[src/rtl/sync_filter_bits.sv]
`default_nettype none
// ============================================================================
//  Module   : sync_filter_bits
//  Purpose  : Multi-bit synchronizer and debounce filter. Each of WIDTH
//             independent asynchronous inputs passes through a STAGES-deep
//             synchronizer chain and then a stability filter. d_out[i] only
//             takes the synchronized value after it has differed from d_out[i]
//             for FILTER_LEN consecutive CLK cycles. One-cycle rise/fall
//             pulses mark each accepted transition.
//  Revision : 1.0 - initial release
// ----------------------------------------------------------------------------
//  Parameters
//    WIDTH       number of independent channels (>=1)
//    STAGES      synchronizer flops per channel (>=2)
//    FILTER_LEN  cycles a synced value must persist before acceptance
//                (>=1; 1 = no filtering)
//    INIT        reset value of the sync stages and d_out
//  Ports
//    CLK         in   1      clock; state updates on posedge
//    RST         in   1      synchronous active-high reset
//    async_in    in   WIDTH  asynchronous inputs
//    d_out       out  WIDTH  synchronized, filtered level
//    rise        out  WIDTH  1-cycle pulse on accepted 0->1 of d_out[i]
//    fall        out  WIDTH  1-cycle pulse on accepted 1->0 of d_out[i]
//    any_change  out  1      registered OR of rise|fall, same cycle as pulses
//  Build option
//    SYNC_NEGEDGE_FIRST_EN  when defined, the first sync stage is clocked on
//                           negedge CLK (RST sampled at that negedge), saving
//                           half a cycle of latency at the cost of MTBF.
// ============================================================================
module sync_filter_bits #(
   parameter int               WIDTH      = 4,
   parameter int               STAGES     = 2,
   parameter int               FILTER_LEN = 3,
   parameter logic [WIDTH-1:0] INIT       = '0
) (
   input  logic             CLK,
   input  logic             RST,
   input  logic [WIDTH-1:0] async_in,
   output logic [WIDTH-1:0] d_out,
   output logic [WIDTH-1:0] rise,
   output logic [WIDTH-1:0] fall,
   output logic             any_change
);

   // A 1-deep filter still needs a (degenerate) counter bit to keep the
   // array declarations legal; its only legal value is then 0.
   localparam int             CNT_W   = (FILTER_LEN > 1) ? $clog2(FILTER_LEN) : 1;
   localparam logic [CNT_W-1:0] CNT_MAX = CNT_W'(FILTER_LEN - 1);

   // ------------------------------------------------------------------------
   // Synchronizer chain. Stage 0 is the only flop that sees the raw
   // asynchronous input; nothing but wires sits between stages.
   // ------------------------------------------------------------------------
   (* async_reg = "true" *) logic [WIDTH-1:0] sync_s0;
   (* async_reg = "true" *) logic [WIDTH-1:0] sync_chain [STAGES-1];
   logic [WIDTH-1:0] synced;

`ifdef SYNC_NEGEDGE_FIRST_EN
   // First stage on the falling edge: half a cycle of resolution time is
   // traded for half a cycle of latency.
   always_ff @(negedge CLK) begin
      if (RST) begin
         sync_s0 <= INIT;
      end else begin
         sync_s0 <= async_in;
      end
   end
`else
   always_ff @(posedge CLK) begin
      if (RST) begin
         sync_s0 <= INIT;
      end else begin
         sync_s0 <= async_in;
      end
   end
`endif

   always_ff @(posedge CLK) begin
      if (RST) begin
         for (int k = 0; k < STAGES - 1; k++) begin
            sync_chain[k] <= INIT;
         end
      end else begin
         sync_chain[0] <= sync_s0;
         for (int k = 1; k < STAGES - 1; k++) begin
            sync_chain[k] <= sync_chain[k-1];
         end
      end
   end

   assign synced = sync_chain[STAGES-2];

   // ------------------------------------------------------------------------
   // Stability filter. Each channel counts consecutive cycles in which the
   // synced value disagrees with d_out; any agreement clears the count, so
   // synced pulses shorter than FILTER_LEN cycles never reach d_out.
   // ------------------------------------------------------------------------
   logic [CNT_W-1:0] cnt      [WIDTH];
   logic [CNT_W-1:0] cnt_nxt  [WIDTH];
   logic [WIDTH-1:0] d_nxt;
   logic [WIDTH-1:0] rise_nxt;
   logic [WIDTH-1:0] fall_nxt;
   logic             any_nxt;

   always_comb begin
      d_nxt    = d_out;
      rise_nxt = '0;
      fall_nxt = '0;
      for (int i = 0; i < WIDTH; i++) begin
         cnt_nxt[i] = '0;
      end
      for (int i = 0; i < WIDTH; i++) begin
         if (synced[i] != d_out[i]) begin
            if (cnt[i] == CNT_MAX) begin
               // Disagreement has now persisted FILTER_LEN cycles: accept.
               d_nxt[i]    = synced[i];
               rise_nxt[i] = synced[i];
               fall_nxt[i] = ~synced[i];
            end else begin
               cnt_nxt[i] = cnt[i] + 1'b1;
            end
         end
      end
      any_nxt = |(rise_nxt | fall_nxt);
   end

   // Pulses are registered alongside d_out so they line up with the new level.
   always_ff @(posedge CLK) begin
      if (RST) begin
         d_out      <= INIT;
         rise       <= '0;
         fall       <= '0;
         any_change <= 1'b0;
         for (int i = 0; i < WIDTH; i++) begin
            cnt[i] <= '0;
         end
      end else begin
         d_out      <= d_nxt;
         rise       <= rise_nxt;
         fall       <= fall_nxt;
         any_change <= any_nxt;
         for (int i = 0; i < WIDTH; i++) begin
            cnt[i] <= cnt_nxt[i];
         end
      end
   end

endmodule
`default_nettype wire
[config.mk]
export PLATFORM = sky130hd
export DESIGN_NAME = sync_filter_bits
export DESIGN_NICKNAME = d
export VERILOG_FILES = /design/src/rtl/sync_filter_bits.sv
export SDC_FILE = /design/constraint.sdc
export NUM_CORES = 1
export LEC_CHECK = 0
export CAP_MARGIN = 20
export CORE_ASPECT_RATIO = 1.4
export CORE_UTILIZATION = 44
export DETAILED_ROUTE_END_ITERATION = 10
export PLACE_DENSITY_LB_ADDON = 0.1
export SLEW_MARGIN = 0
export SYNTH_ARGS = -nofsm -noshare
export SYNTH_HDL_FRONTEND = slang
export SYNTH_SLANG_ARGS = --single-unit
[constraint.sdc]
create_clock -name CLK -period 1.1 [get_ports CLK]
set_input_delay 0.22 -clock CLK [delete_from_list [all_inputs] [get_ports CLK]]
set_output_delay 0.22 -clock CLK [all_outputs]
set_load 0.005 [all_outputs]
==> reports/metrics.cfg <==
[run_status]
status=finished, violations left
violations=setup timing

[worst_setup_path]
crit_fanout=3
r2r_end=cnt[2][1]
crit_arrival_ps=1400
startpoint_type=flop
worstPathRequired_ps=1360
path_class=reg -> reg
timing.rr.start=d_out[2]
cp_slowest_stage_delay_ps=330
r2r_cells=5
r2r_setup_slack_ps=-50
cp_cell_sequence=buf_6, buf_6, xnor2_2, or3_4, nor2_1
cp-startpoint=d_out[2]
critical_path.most_common_cell=buf_6
slowest_stage=dfxtp_2
end_kind=flop

[power_and_ir_drop]
p_int_w=0.001667
p_sw_w=0.0003799
p_total_w=0.002047
power.density_nw_per_um2=1352
p_sw_share_pct=18.56
seqPwrFrac_pct=52.7
peakVddDrop_mv=1.100
power.leakage_nw=0.6352
clockPowerShare_pct=42.9
combPwrFrac_pct=4.4

[synthesis]
avgSynthCellArea_um2=10.62
synth_top_area_share_pct=57.57
synthesis.area_um2=1008
synth-simple-area-share_pct=23.82
yosysTopAreaCell=dfxtp_1
synth_top_family_by_area=simple AND/OR/NAND/NOR gates
synth-compound-area-share_pct=1.861
ys_ff_latch=29
yosysUniqueCellTypes=17
ys_top_cells_by_area=dfxtp_1, ha_1, nor2_1, nor2b_1, mux2i_1
yosysWarnings=0
synthMuxAreaShare_pct=3.970
syn_nets=108
yosysSeqAreaShare_pct=57.57
synth_fa_ha_area_share_pct=8.685
synth-xor-area-share_pct=1.737
synthCells=95

[global_route]
antenna_found_initial=0
grt_max_degree=10
grt_pass1_wl_um=2753
gr-usage-all-layers_pct=16.02
first_global_vias=733
grt_overflow=0

[die]
placeableCoreArea_um2=2177
die_h_um=58.65
fp.dieW_um=42.46
die_area_um2=2490
start_util_pct=46.32
pin_count=19
num_rows=20

[placement]
dpl_cell_area_um2=1335
dp_slack_ps=-179.4
gpl.final_weighted_congestion=0.7242
post-dp-hpwl_um=1251
io_buffers=18

[min_path]
min_to=cnt[1][0]
hold_class=reg -> reg
hold_start=cnt[1][0]
hold_depth=1

[clocking]
root_buffer=clkbuf_4
cts_buffers=5
htree_levels=2
clkLatencyLatePin_ps=310
cts_buffer_depth=2
clock_sinks=29
path_clk_slew_ps=80
tritoncts=built

[final_layout]
final_layout_size_suffix_gt1_share_pct=47.18
area_growth_pct=50.12
final_nets=154
final_cell_mix=dfxtp_1, buf_4, nor2_1
postLayoutCellArea_um2=1514
diodes=0

[route]
drtPass1Iterations=3
top_layer_used=met4
drc=0
vias=764
avgViaCountPerCell=4.659
postRouteAntennaNets=0
dr_wl_met2_um=940
wl_met1_um=692
route.final.wire_length_um=1753
drtIter0Drc=6
dr_wl_met3_um=96
wl_per_cell_um=10.69

[timing]
fin_setup_tns_ps=-124.2
finalMaxSlewViolations=0
tightest_slew_ps=197.3
max_slew_margin_pct=86.82
setup_viol=3
setup_slack_ps=-47.76
fmax_mhz=871.3
whs_ps=409.6
fin_skew_ps=4.661
rsz0062_at_grt=true
layout_min_cycle_time_ps=1148
finalHoldViolCount=0
min_period_over_period_pct=104.3

[job]
cap_violations=0

worst max path at each step:
| stage | to | slack, ps |
|---|---|---|
| after floorplan | cnt[3][0] | 8 |
| after global placement | cnt[1][0] | -170 |
| after detailed placement | cnt[1][0] | -180 |
| after CTS | any_change | -60 |
| after global routing | any_change | -80 |
| final | cnt[2][1] | -50 |
per-layer routing:
metal / up-vias / GRT usage, %
met5: - / 0
met4: 0 / 12.05
met3: 2 / 8.589
met2: 16 / 27.25
met1: 344 / 13.93
li1: 402 / -
area by class of cell:
class	instances	area, um2
Timing Repair Buffer	41	314.1
Sequential cell	29	591.8
Multi-Input combinational cell	60	478.0
Fill cell	186	663.1
Tap cell	22	27.53
Inverter	4	17.52
Clock inverter	1	30.03
Clock buffer	7	55.05
kinds of logic (layout without fill, tap and decap cells):
kind of cell | count (synthesis) | after routing
and+or+nand+nor | 44 | 44
DFF | 29 | 29
adders and majority gates | 7 | 7
buffers and inverters | 6 | 53
muxes | 4 | 4
AOI/OAI and AO/OA | 3 | 3
xor gates and xnor gates | 2 | 2
registers in the layout, summed over array words and instances (netlist names):
register	cells
sync_chain	4
fall	4
any_change	1
d_out	4
sync_s0	4
rise	4
cnt	8
worst max-delay path: cells and delay by family, from the launching register on:
| kind | cells | cell delay (ps) |
|---|---|---|
| buffers and inverters | 2 | 220 |
| XOR/XNOR | 1 | 120 |
| AND/OR/NAND/NOR | 2 | 410 |
| flip-flops | 1 | 330 |
metrics by stage:
step	utilization (%)	instances
floorplan	-	95
global placement	61.32	150
detailed placement	61.32	150
CTS	68.16	162
global route	69.54	164
finish	69.54	164
Yosys cell counts:
cell type	count
nand2_1	2
or3_1	2
and4bb_2	2
nor2_1	20
o21ai_0	2
ha_1	7
buf_2	1
clkbuf_1	1
dfxtp_1	29
mux2i_1	4
nand3b_1	4
nor2b_1	12
and4_1	1
a41oi_1	1
xnor2_1	2
nand2b_1	1
inv_1	4
power by group through the flow:
stage	clock network [W]	registers, W	logic [W]
after floorplan	0	0.00110	0.0000358
after global placement	0	0.00110	0.0000771
after detailed placement	0	0.00110	0.0000794
after CTS	0.000913	0.00108	0.0000823
after global routing	0.000974	0.00108	0.0000977
final	0.000878	0.00108	0.0000894
repair_timing:
action,in CTS,in global routing
setup endpoints to repair,18,21
setup buffers,4,2
hold endpoints to repair,0,0
pin swaps,0,9
hold buffers,0,0
cloned,0,0
resized for setup,40,29
(Power assumes the default switching activity.)
